File: src/rtl/block_scheduler.sv
// block_scheduler: raster-order 8x8 block sequencer issuing 64 sample addresses per block.
// Optional stall counter output enabled by defining BLOCK_SCHED_STALL_CNT_EN.
module block_scheduler #(
  parameter int COL_BLOCKS = 40,
  parameter int ROW_BLOCKS = 30,
  parameter int LINE_WIDTH = 320,
  parameter int ADDR_W     = 18
) (
  input  logic              clock,
  input  logic              reset,
  input  logic              start,
  input  logic              abort,
  input  logic [ADDR_W-1:0] base_address,
  input  logic              addr_ready,
  input  logic              blk_done,
  output logic              addr_valid,
  output logic [ADDR_W-1:0] sample_addr,
  output logic [5:0]        sample_idx,
  output logic [5:0]        col_idx,
  output logic [4:0]        row_idx,
  output logic              block_start,
  output logic              busy,
  output logic              frame_done
`ifdef BLOCK_SCHED_STALL_CNT_EN
  ,
  output logic [15:0]       stall_cnt
`endif
);
  typedef enum logic [1:0] {IDLE, FETCH, WAIT, DONE} state_t;
  state_t state, state_n;
  logic [ADDR_W-1:0] base, base_n;
  logic [5:0] col_n, sidx_n;
  logic [4:0] row_n;
  logic bs_n, last_col, last_row;
  logic [31:0] addr_full;
  assign last_col   = col_idx == 6'(COL_BLOCKS - 1);
  assign last_row   = row_idx == 5'(ROW_BLOCKS - 1);
  assign addr_valid = state == FETCH;
  assign busy       = state != IDLE;
  assign frame_done = state == DONE;
  // abort wins over start/ready/blk_done, so indices freeze where they were
  always_comb begin
    state_n = state;
    base_n  = base;
    col_n   = col_idx;
    row_n   = row_idx;
    sidx_n  = sample_idx;
    bs_n    = 1'b0;
    if (abort) state_n = IDLE;
    else
      case (state)
        IDLE: if (start) begin
          state_n = FETCH;
          base_n  = base_address;
          col_n   = '0;
          row_n   = '0;
          sidx_n  = '0;
          bs_n    = 1'b1;
        end
        FETCH: if (addr_ready) begin
          sidx_n  = sample_idx + 6'd1;
          state_n = sample_idx == 6'd63 ? WAIT : FETCH;
        end
        WAIT: if (blk_done) begin
          state_n = last_col && last_row ? DONE : FETCH;
          bs_n    = !(last_col && last_row);
          col_n   = last_col ? '0 : col_idx + 6'd1;
          row_n   = last_col && !last_row ? row_idx + 5'd1 : row_idx;
        end
        default: state_n = IDLE;
      endcase
    addr_full = 32'(base_n) + 32'(row_n) * 32'(8 * LINE_WIDTH)
              + 32'(sidx_n[5:3]) * 32'(LINE_WIDTH)
              + 32'({col_n, 3'b000}) + 32'(sidx_n[2:0]);
  end
  always_ff @(posedge clock) begin
    if (reset) begin
      state       <= IDLE;
      base        <= '0;
      col_idx     <= '0;
      row_idx     <= '0;
      sample_idx  <= '0;
      sample_addr <= '0;
      block_start <= 1'b0;
    end else begin
      state       <= state_n;
      base        <= base_n;
      col_idx     <= col_n;
      row_idx     <= row_n;
      sample_idx  <= sidx_n;
      sample_addr <= addr_full[ADDR_W-1:0];
      block_start <= bs_n;
    end
  end
`ifdef BLOCK_SCHED_STALL_CNT_EN
  always_ff @(posedge clock) begin
    if (reset || (state == IDLE && start && !abort)) stall_cnt <= '0;
    else if (addr_valid && !addr_ready && stall_cnt != 16'hFFFF) stall_cnt <= stall_cnt + 16'd1;
  end
`endif
endmodule

File: config.mk
export PLATFORM = sky130hd
export DESIGN_NAME = block_scheduler
export DESIGN_NICKNAME = d
export VERILOG_FILES = /design/src/rtl/block_scheduler.sv
export SDC_FILE = /design/constraint.sdc
export NUM_CORES = 1
export LEC_CHECK = 0
export BUFFER_PORTS_ARGS = -buffer_cell sky130_fd_sc_hd__clkbuf_2
export CAP_MARGIN = 20
export CORE_MARGIN = 2
export CORE_UTILIZATION = 50
export CTS_CLUSTER_SIZE = 12
export DETAILED_ROUTE_END_ITERATION = 8
export PLACE_DENSITY = 0.73
export REMOVE_ABC_BUFFERS = 1
export SETUP_SLACK_MARGIN = 0.02
export SLEW_MARGIN = 20
export SYNTH_ARGS = -nofsm -noshare
export SYNTH_HDL_FRONTEND = slang
export SYNTH_SLANG_ARGS = --single-unit
File: constraint.sdc
create_clock -name clock -period 4.7 [get_ports clock]
set_input_delay 0 -clock clock [delete_from_list [all_inputs] [get_ports clock]]
set_output_delay 0 -clock clock [all_outputs]
set_load 0.05 [all_outputs]
# Yosys cells after proc, flatten, opt, wreduce, memory -nomap -nowiden
# Index checks and enable logic that the tools add are counted.
# classes
add_sub_neg	7
n_mul	2
eq_ne	9
n_mux	26
n_reduce_logical	8
# op_table
op	n
$mux 18	3
$mux 6	7
$pmux 6 s2	2
$mux 5	4
$add 18x12->18	1
$add 18x17->18	1
$add 18x3->18	1
$add 18x9->18	1
$add 6x1->6 const B	2
$eq 6x6->1 const B	2
$mux 2	5
$pmux 5 s2	1
$mul 5x3->8 const B	1
$mul 3x3->6 const B	1
$ne 2x2->1 const B	3
$pmux 2 s3	1
$add 5x1->5 const B	1
$eq 5x5->1 const B	1
$eq 2x2->1 const B	2
$reduce_and 3->1	1
$eq 2x1->1 const B	1
$logic_and 1x1->1	2
$logic_not 1->1	2
$logic_not 2->1	1
other kinds (4)	5
# word_totals
regBits	56
inputBits	24
out_inout_bits	39
wordCells	59

# Longest topological paths before layout
# Gate-level depths: netlist of run 1.
# depth
depth_word	12
mapped_depth	20
ltp_nobuf	20

# Worst setup path after synthesis of run 1
# OpenSTA, ideal clock, no wires.
# synth_timing
path_type	reg2reg
start	register row_idx[1]
end	register sample_addr[17]
setup_time_ns	0.071
t_arrival_ns	4.642
t_required_ns	4.629
slack_ns	-0.013
stages_incl_launch_ff	19
n_path_buf	0
synth_period_minus_slack_ns	4.713
cell_sequence	dfxtp_1 > inv_1 > ha_1 > and4_1 > nor3_2 > a21oi_1 > a32oi_1 > inv_1 > ha_1 > ha_1 > fa_1 > xor2_1 > ha_1 > ha_1 > a21o_1 > a21oi_1 > nor2b_1 > or4_1 > a21oi_1
# synth_between
elab_chain_len	12
word_cells_on_any_way	14
cone_classes	add/sub: 5; mul: 1; eq/ne: 1; mux: 5; reduce/logical: 2
# synth_rtl
item	line	rtl
start, declared	20	output logic [4:0] row_idx,
start signal, assigned	89	row_idx <= row_n;
parallel branches: the longest is 6 deep, another holds $add 5x1->5	n/a	
$mux 5 (*)	49	if (abort) state_n = IDLE;
net row_n[1]	33	logic [4:0] row_n;
$mul 5x3->8 (*)	72	addr_full = 32'(base_n) + 32'(row_n) * 32'(8 * LINE_WIDTH)
$add 18x17->18 (*)	72	
$add 18x12->18 (*)	73	+ 32'(sidx_n[5:3]) * 32'(LINE_WIDTH)
$add 18x9->18 (*)	74	+ 32'({col_n, 3'b000}) + 32'(sidx_n[2:0]);
$add 18x3->18 (*)	74	
end signal, assigned	91	sample_addr <= addr_full[ADDR_W-1:0];
end, declared	17	output logic [ADDR_W-1:0] sample_addr,
# Mark *: on every way through the listed nets, which the timed path passes.
# A chain may end at the register's enable or synchronous reset.

# Final worst setup path of run 1
# layout_timing
start	register row_idx[1]
end	register sample_addr[17]
# layout_between
elab_chain_len	12
word_cells_on_any_way	14
cone_classes	add/sub: 5; mul: 1; eq/ne: 1; mux: 5; reduce/logical: 2
# layout_rtl
item	line	rtl
parallel branches: the longest is 3 deep, another holds $add 5x1->5	n/a	
$mux 5 (*)	68	row_n = last_col && !last_row ? row_idx + 5'd1 : row_idx;
$mux 5 (*)	64	WAIT: if (blk_done) begin
$pmux 5 s2 (*)	51	case (state)
$mux 5 (*)	49	
net row_n[3]	33	
$mul 5x3->8 (*)	72	
$add 18x17->18 (*)	72	
$add 18x12->18 (*)	73	
$add 18x9->18 (*)	74	
$add 18x3->18 (*)	74	
# Marked as above.

==> metrics.md, run 1 <==
| Metric | Value |
|---|---|
| RSZ-0062 raised after global routing | `yes` |
| Peak VDD IR | `~0.00012 V` |
| Vias in the first global route | `approximately 2600` |
| FILL cells | `613` |
| Largest net degree at the start of global routing | `slightly below 60` |
| Initial Util | `0.5150` |
| GRT Total Usage | `0.1998` |
| Slew @ Worst Pin | `approximately 1000 ps` |
| Crit path launch type | `flip-flop` |
| # placed instances | `about 530` |
| Seq/Total Area, Yosys | `0.3222` |
| Critical path arrival | `approximately 4700 ps` |
| Clock Skews | `15.59 ps` |
| Final worst-path cycle share | `0.9537` |
| Drt first-iter violations | `about 130` |
| Die area | `0.007642 mm2` |
| HPWL Detailed | `slightly below 6 mm` |
| Routed Wire Length | `between 7 and 8 mm` |
| Horiz. Die Dim | `between 80 and 90 um` |
| CP max FO | `8` |
| Share of cells above drive strength 1 | `0.2249` |
| Crit-path max cell delay | `about 500 ps` |
| Placed Area | `about 0.0039 mm2` |
| Number of core rows | `30` |
| Endpoints failing hold | `1` |
| Met1 WL | `3.594 mm` |
| IO Pins | `63` |
| CTS buffer count | `5` |
| Synth Warn # | `0` |
| Finished Cell Area | `~0.004 mm2` |
| Worst hold path class | `in -> reg` |
| Nets | `529` |
| Post-synthesis async set-or-reset flop share | `0` |
| Metal2 WL | `roughly 3.6 mm` |
| ANT nets after route | `0` |
| Post-synth EDFFs | `0` |
| Setup TNS | `0 ps` |
| Min Hold Slack | `-0.03184 ps` |
| CTS tree | `yes` |
| Clock latency on the worst-skew pair | `~330 ps` |
| First-pass GRT wire length | `around 12 mm` |
| Synthesized area per cell | `between 8 and 9 um2` |
| Top FF cell, synth | `dfxtp_1` |
| Crit path time final | `4483 ps` |
| Netlist Area Pre-Place | `about 0.0035 mm2` |
| Top cells by area, synth | `dfxtp_1 32%, ha_1 14%, nor2b_1 6.1%` |
| Post-synth top cells | `56 x dfxtp_1, 45 x nor2_1, 40 x ha_1` |
| Top Layer Used | `met4` |
| Antenna diodes | `0` |
| Core area | `roughly 0.0068 mm2` |
| Root Buffer | `clkbuf_8` |
| Die Height | `87.42 um` |
| Kind of end point of the critical path | `flip-flop` |
| Critical path, cell by cell | `inv_1 > ha_1 > and4_1 > nor3_4 > a41oi_1 > o21ai_1 > o31ai_2 > ha_1 > ha_1 > fa_1 > xor2_1 > ha_1 > ha_4 > a21o_1 > a21oi_1 > nor2b_1 > or4_1 > a21oi_1` |
| Cell family with most CP delay | `adder cells` |
| GPL Wtd Cong | `0.9346` |
| Synth area leader | `dfxtp_1` |
| CTS Buffer Depth | `2` |
| CP max stage cell | `or4_1` |
| Fin. max-slew vios | `0` |
| H-Tree Depth | `2` |
| Clock Sink Count | `56` |
| Leakage power | `a little under 2 nW` |
| Met3 WL | `218 um` |
| Library cells used by synthesis | `55` |
| Layout area overhead | `17.26%` |
| Grt total ovfl | `0` |
| Max Cap Viol | `0` |
| Via/cell ratio | `5.370` |
| Violated checks | `hold timing` |
| Cell count after synthesis | `slightly below 400` |
| Routed WL per cell | `14.17 um` |
| Initial antenna violation count | `0` |
| WP data required | `between 4000 and 5000 ps` |
| Setup Viol. Count Final | `0` |
| Type of the worst setup path | `reg -> reg` |
| FF+latch count, synth | `56` |
| Share of the synthesized area in the top cell type | `0.3222` |
| Clock transition at the registers of the reported paths | `110 ps` |
| Outcome | `complete, but fails checks` |
| IO Port Bufs | `just over 60` |
| Finished Layout Cells | `roughly 540` |
| Worst slew margin | `0.3325` |
| TritonRoute pass-1 iters | `4` |
| Pwr/cell area | `about 230 mW/mm2` |
| Buf/Inv on CP | `1` |
| Most used cell along the critical path | `ha_1` |
| Top-count cell post-synth | `dfxtp_1` |
| DR vias | `2889` |
| Residual DRC | `0` |
| Fmax | `~220 MHz` |
worst min-delay path, stage by stage:
cell and delay, ps:
clkbuf_2 70, mux2i_1 110, nor2_1 110
final cells by class:
cell class / count / area [um2] / share of cell area
Clock inverter: 3 / 28.78 / 0.007053
Timing Repair Buffer: 75 / 412.9 / 0.1012
Tap cell: 80 / 100.1 / 0.02453
Inverter: 23 / 86.33 / 0.02116
Multi-Input combinational cell: 296 / 2261 / 0.5541
Clock buffer: 5 / 68.82 / 0.01687
Sequential cell: 56 / 1122 / 0.2751
where the power goes:
group	switching [mW]	total (mW)	internal, mW
combinational	0.0949	0.148	0.0535
sequential	0.00487	0.495	0.490
clock	0.181	0.294	0.113
cell usage in the layout, fill, tap and decap left out, types with 3 or more instances in the layout:
cell type / count
mux2_1: 9
a31oi_1: 3
xor2_1: 5
mux2_2: 7
clkbuf_8: 5
ha_1: 39
buf_4: 11
nand2b_1: 6
clkbuf_2: 61
xnor2_1: 9
nand2_1: 21
nor2_1: 45
nor2b_1: 34
a21oi_1: 22
o21ai_0: 4
dfxtp_1: 55
fa_1: 8
mux2i_1: 5
o21ai_1: 14
nor3_1: 7
a21o_1: 4
nand3_1: 7
inv_1: 22
nand4_1: 4
o31ai_1: 4
metrics by stage:
step / hold WS (ps) / utilization / worst slack (ps) / power (mW)
after floorplan: 69.07 / - / -715.8 / 0.6052
after detailed placement: 306.8 / 0.5769 / 88.57 / 0.6500
after global placement: 290.0 / 0.5769 / 239.4 / 0.6481
after CTS: 5.748 / 0.5943 / 42.81 / 0.9405
final: -0.03184 / 0.6039 / 217.5 / 0.9380
after global routing: 18.13 / 0.6039 / -31.64 / 0.9712
logic make-up (layout without fill, tap and decap cells):
group	Yosys count	after routing	synth area share
buffers and inverters	37	106	0.04387
DFF	56	56	0.3222
muxes	21	21	0.06617
and+or+nand+nor	139	139	0.2032
adders and majority gates	48	48	0.1899
AOI/OAI and AO/OA	74	74	0.1395
xor gates and xnor gates	14	14	0.03524
final timing paths:
path / depth (start not counted) / endpoint / slack, ps / from
worst max-delay path: 18 / sample_addr[17] / 220 / row_idx[1]
worst min-delay path: 3 / base[10] / -0.03 / base_address[10]
worst max register to register: 18 / sample_addr[17] / 220 / row_idx[1]
worst min register to register: 2 / base[17] / 540 / base[17]
state kept, by name, summed over array words and instances, names as in the netlist:
| signal | flops |
|---|---|
| block_start | 1 |
| base | 18 |
| row_idx | 5 |
| sample_idx | 6 |
| sample_addr | 18 |
| col_idx | 6 |
| state | 2 |
timing repair:
| action | CTS | global route |
|---|---|---|
| hold buffers | 2 | 0 |
| gates resized for setup | 0 | 8 |
| setup endpoints to repair | 0 | 3 |
| buffers inserted | 0 | 2 |
| hold endpoints to repair | 2 | 0 |
per-layer routing:
layer,up-vias,GRT usage
li1,1478,-
met1,1348,0.2757
met2,53,0.3189
met3,10,0.02370
met4,0,0.07692
met5,-,0
Power figures use the tool's default switching activity.
==> run 2: changes to the inputs <==
--- a/config.mk
+++ b/config.mk
@@ -7,11 +7,12 @@
 export LEC_CHECK = 0
 export BUFFER_PORTS_ARGS = -buffer_cell sky130_fd_sc_hd__clkbuf_2
 export CAP_MARGIN = 20
-export CORE_MARGIN = 2
+export CORE_MARGIN = 10
 export CORE_UTILIZATION = 50
 export CTS_CLUSTER_SIZE = 12
 export DETAILED_ROUTE_END_ITERATION = 8
 export PLACE_DENSITY = 0.73
+export RECOVER_POWER = 50
 export REMOVE_ABC_BUFFERS = 1
 export SETUP_SLACK_MARGIN = 0.02
 export SLEW_MARGIN = 20
==> run 2 against run 1 <==
  * The flow now finishes without violations
  * Clock power shrank 6.8%
  * Combinational power shrank 3%
  * Hold slack gained 23 ps
  * Maximum frequency shrank 2.2%
  * Total power shrank 2.7%
  * Die area grew 40%
  * Sequential power is essentially flat
  * First-iteration DRC count shrank 8.0%
  * Clock skew shrank 7.8 ps
  * Critical path type unchanged
  * Highest routed layer unchanged
==> metrics.md, run 2 (synthesized netlist as in run 1, its figures left out) <==
| Metric | Value |
|---|---|
| Outcome | `finished clean` |
| Peak VDD IR | `around 0.00011 V` |
| Grt total ovfl | `0` |
| Die Height | `103.4 um` |
| Slack of the critical path | `approximately 120 ps` |
| Worst slew margin | `0.3226` |
| Horiz. Die Dim | `a little over 100 um` |
| CP max FO | `7` |
| H-Tree Depth | `2` |
| IO Port Bufs | `62` |
| Fmax | `218.1 MHz` |
| Leakage power | `~1.8 nW` |
| IO Pins | `63` |
| Kind of end point of the critical path | `flip-flop` |
| Final core occ | `0.5959` |
| Vias in the first global route | `between 2000 and 3000` |
| Largest net degree at the start of global routing | `slightly below 60` |
| WP data required | `just under 5000 ps` |
| ANT nets after route | `0` |
| Residual DRC | `0` |
| Routed Wire Length | `~8.0 mm` |
| Number of core rows | `30` |
| GRT Total Usage | `0.1511` |
| Clock Sink Count | `56` |
| Core area | `~0.0068 mm2` |
| CTS Buffer Depth | `2` |
| Nets | `approximately 530` |
| Type of the worst setup path | `reg -> reg` |
| Endpoints failing hold | `0` |
| Worst hold path class | `in -> reg` |
| Setup TNS | `0 ps` |
| Root Buffer | `clkbuf_8` |
| Routed WL per cell | `around 15 um` |
| TritonRoute pass-1 iters | `4` |
| Initial antenna violation count | `0` |
| Crit path time final | `roughly 4600 ps` |
| Pre-CTS WS | `approximately 50 ps` |
| Share of cells above drive strength 1 | `0.1385` |
| Pwr/cell area | `225.4 mW/mm2` |
| First-pass GRT wire length | `between 10 and 15 mm` |
| Antenna diodes | `0` |
| DR vias | `2881` |
| CTS buffer count | `5` |
| Layout area overhead | `16.36%` |
| Commonest cells after routing, fill and taps aside | `56 x dfxtp_1, 45 x nor2_1, 39 x clkbuf_1, 37 x ha_1, 34 x nor2b_1` |
| Die area | `between 0.01 and 0.015 mm2` |
| Critical path arrival | `around 4800 ps` |
| CTS tree | `yes` |
| Commonest non-fill, non-tap cell in the layout | `dfxtp_1` |
| Final worst-path cycle share | `0.9753` |
| Initial Util | `0.5122` |
| Crit path launch type | `flip-flop` |
| Top Registers | `base (18), sample_addr (18)` |
| Fin. max-slew vios | `0` |
| GPL Wtd Cong | `0.9267` |
| Clock transition at the registers of the reported paths | `about 100 ps` |
| Via/cell ratio | `5.229` |
| Drt first-iter violations | `115` |
| Clock latency on the worst-skew pair | `approximately 310 ps` |
| Min Hold Slack | `about 23 ps` |
| Setup Viol. Count Final | `0` |
| HPWL Detailed | `between 6 and 7 mm` |
| Max Cap Viol | `0` |
| Slew @ Worst Pin | `about 1000 ps` |
| Clock Skews | `between 7 and 8 ps` |
## run 2: repair_timing
| action | CTS | global route |
|---|---|---|
| resized for setup | 1 | 11 |
| endpoints found under the hold margin | 1 | 0 |
| endpoints found under the setup margin | 1 | 3 |
| pin swaps | 0 | 2 |
| buffers inserted | 0 | 3 |
| hold buffers | 1 | 0 |
## run 2: path summary, 6_finish.rpt
path	from	cells after the start	to	slack, ps
setup / recovery	row_idx[0]	16	sample_addr[16]	120
hold / removal	start	3	block_start	20
setup reg to reg	row_idx[0]	16	sample_addr[16]	120
hold reg to reg	base[17]	2	base[17]	530
## run 2: metrics by stage
stage                     cell area (um2)  std cells  power, mW
final                                4049        551     0.9127
after global routing                 4049        551     0.9594
after CTS                            4005        548     0.9285
after detailed placement             3895        539     0.6509
after global placement               3895        539     0.6475
after floorplan                      3413        375     0.6052
## run 2: cell type report
class,count,area [um2]
multi-input combinational,296,2288
fill,613,2745
clock inverter,3,25.02
tap,96,120.1
clock buffer,5,68.82
timing repair buffer,72,339.1
inverter,23,86.33
sequential,56,1121
## run 2: routing by layer
metal / share of wire / vias up / GRT usage / routed length, um
met1: 0.44 / 1347 / 0.1878 / 3531
met5: 0 / - / 0 / 0
li1: - / 1473 / - / -
met2: 0.49 / 51 / 0.2578 / 3956
met3: 0.053 / 10 / 0.03056 / 429
met4: 0.016 / 0 / 0.04385 / 125
## run 2: report_power, final
| part | switching [mW] | internal [mW] |
|---|---|---|
| clock network | 0.165 | 0.109 |
| registers | 0.00505 | 0.490 |
| logic | 0.0940 | 0.0496 |
## run 2: critical path, stage by stage (launching register included)
cell      delay, ps
dfxtp_1         390
ha_1            230
and4_1          240
nor3_4          310
a41oi_1         180
o21ai_1         200
o31ai_2         120
ha_1            310
ha_1            230
fa_1            470
ha_1            300
ha_1            370
a21o_1          230
a21oi_1         160
nor2b_1          90
a311oi_2        300
mux2_1          340
==> run 3: changes to the inputs <==
--- a/config.mk
+++ b/config.mk
@@ -9,6 +9,7 @@
 export CAP_MARGIN = 20
 export CORE_MARGIN = 10
 export CORE_UTILIZATION = 50
+export CTS_BUF_LIST = sky130_fd_sc_hd__clkbuf_16
 export CTS_CLUSTER_SIZE = 12
 export DETAILED_ROUTE_END_ITERATION = 8
 export PLACE_DENSITY = 0.73
==> run 3 against run 2 <==
  * Register-to-register slack hardly changed
  * Non-clock buffer count stayed put
  * Critical path depth stayed put
  * First-iteration DRC count is 10% higher
  * Cell count stayed put
  * Sequential power hardly changed
  * Sequential share of layout area is 0.38 points lower
  * Clock power is 39% higher
  * Setup slack better by 10 ps
  * Die area stayed put
  * Global-route usage is 0.14 points higher
  * Total power is 12% higher
==> metrics.md, run 3 (synthesized netlist as in run 1, its figures left out) <==
| Metric | Value |
|---|---|
| Worst slew margin | `0.3247` |
| Residual DRC | `0` |
| Clock Sink Count | `56` |
| Critical path arrival | `4760 ps` |
| WP data required | `approximately 5000 ps` |
| R2r endpoint | `sample_addr[16]` |
| Hold Path Sink | `block_start` |
| Setup TNS | `0 ps` |
| Pwr/cell area | `248.6 mW/mm2` |
| Core area | `approximately 0.0068 mm2` |
| Finished Layout Cells | `~550` |
| Endpoints failing hold | `0` |
| CTS tree | `yes` |
| CP Launch Point | `row_idx[0]` |
| Top Registers | `base (18), sample_addr (18)` |
| Min Hold Slack | `43.13 ps` |
| DR vias | `2915` |
| Hold Path Depth | `3` |
| FF-to-FF path depth | `16` |
| Worst reg2reg setup slack | `between 100 and 150 ps` |
| GRT Total Usage | `0.1525` |
| Kind of end point of the critical path | `flip-flop` |
| Routed Wire Length | `between 8 and 9 mm` |
| Nets | `about 530` |
| HPWL Detailed | `~6.3 mm` |
| Slew @ Worst Pin | `~1000 ps` |
| Placed Area | `0.003895 mm2` |
| Final core occ | `0.6042` |
| Commonest cells after routing, fill and taps aside | `56 x dfxtp_1, 45 x nor2_1, 39 x clkbuf_1, 37 x ha_1, 34 x nor2b_1` |
| Grt total ovfl | `0` |
| Min-delay src | `start` |
| Initial antenna violation count | `0` |
| Pre-CTS WS | `roughly 50 ps` |
| Initial Util | `0.5122` |
| Fin. max-slew vios | `0` |
| CTS buffer count | `5` |
| Final worst-path cycle share | `0.9732` |
| Largest net degree at the start of global routing | `59` |
| GPL Wtd Cong | `0.9267` |
| Drt first-iter violations | `roughly 130` |
| Worst hold path class | `in -> reg` |
| IO Port Bufs | `slightly above 60` |
| ANT nets after route | `0` |
| Outcome | `finished clean` |
| FILL cells | `approximately 600` |
| Finished Cell Area | `a little over 0.004 mm2` |
| H-Tree Depth | `2` |
| # placed instances | `approximately 540` |
| Type of the worst setup path | `reg -> reg` |
| Antenna diodes | `0` |
| Die Height | `103.4 um` |
| Horiz. Die Dim | `103.4 um` |
| Layout area overhead | `17.98%` |
| Via/cell ratio | `5.290` |
| Crit path launch type | `flip-flop` |
| Max Cap Viol | `0` |
| Clock latency on the worst-skew pair | `about 300 ps` |
| Leakage power | `about 1.8 nW` |
| Die area | `approximately 0.011 mm2` |
| Root Buffer | `clkbuf_16` |
| Routed WL per cell | `between 10 and 15 um` |
| IO Pins | `63` |
| Setup Viol. Count Final | `0` |
| Peak VDD IR | `around 0.00014 V` |
| Share of cells above drive strength 1 | `0.1385` |
| Slack of the critical path | `126.2 ps` |
| TritonRoute pass-1 iters | `4` |
| Fmax | `around 220 MHz` |
| Number of core rows | `30` |
| First-pass GRT wire length | `roughly 13 mm` |
| CP max FO | `7` |
| Tot Pwr | `about 1.0 mW` |
| Clock transition at the registers of the reported paths | `about 70 ps` |
| Clock Skews | `~4.8 ps` |
| Vias in the first global route | `roughly 2800` |
| CTS Buffer Depth | `2` |
| Commonest non-fill, non-tap cell in the layout | `dfxtp_1` |
| Crit path time final | `4574 ps` |
| Worst r2r src | `row_idx[0]` |
==> run 3: cell count changes in the layout (fill, tap and decap cells not counted) <==
cell / delta
clkbuf_8: -5
clkbuf_16: +5
==> run 3: layout make-up <==
cell class | count | area (um2) | area share
Clock buffer | 5 | 125.1 | 0.03048
Clock inverter | 3 | 25.02 | 0.006096
Inverter | 23 | 86.33 | 0.02103
Multi-Input combinational cell | 296 | 2288 | 0.5575
Sequential cell | 56 | 1121 | 0.2731
Tap cell | 96 | 120.1 | 0.02926
Timing Repair Buffer | 72 | 339.1 | 0.08260
==> run 3: how the worst max path moves through the flow <==
stage	end	slack [ps]	cells past startpoint
detailed placement	sample_addr[16]	50	16
floorplan	sample_addr[15]	-720	11
finish	sample_addr[16]	130	16
global placement	sample_addr[17]	230	17
global route	sample_addr[16]	-40	17
CTS	sample_addr[16]	50	16
==> run 3: repair_timing <==
item / in CTS / in global routing
hold buffers: 1 / 0
gates resized for setup: 1 / 11
setup endpoints to repair: 1 / 3
pin swaps: 0 / 2
hold endpoints to repair: 1 / 0
setup buffers: 0 / 3
==> run 3: per-layer routing <==
layer	global-route usage	part of all wire
met1	0.1898	0.44
met2	0.2583	0.49
met3	0.03322	0.057
met4	0.04385	0.012
met5	0	0
==> run 3: worst max-delay path, cell delays in order, from the launching register on <==
cell      delay (ps)
dfxtp_1          380
ha_1             230
and4_1           240
nor3_4           310
a41oi_1          170
o21ai_1          200
o31ai_2          120
ha_1             310
ha_1             230
fa_1             470
ha_1             300
ha_1             370
a21o_1           230
a21oi_1          160
nor2b_1           90
a311oi_2         300
mux2_1           340
==> run 3: report_power, final <==
part	switching (mW)	total, mW	internal (mW)
registers	0.00504	0.495	0.490
clock network	0.180	0.382	0.202
logic	0.0942	0.144	0.0496
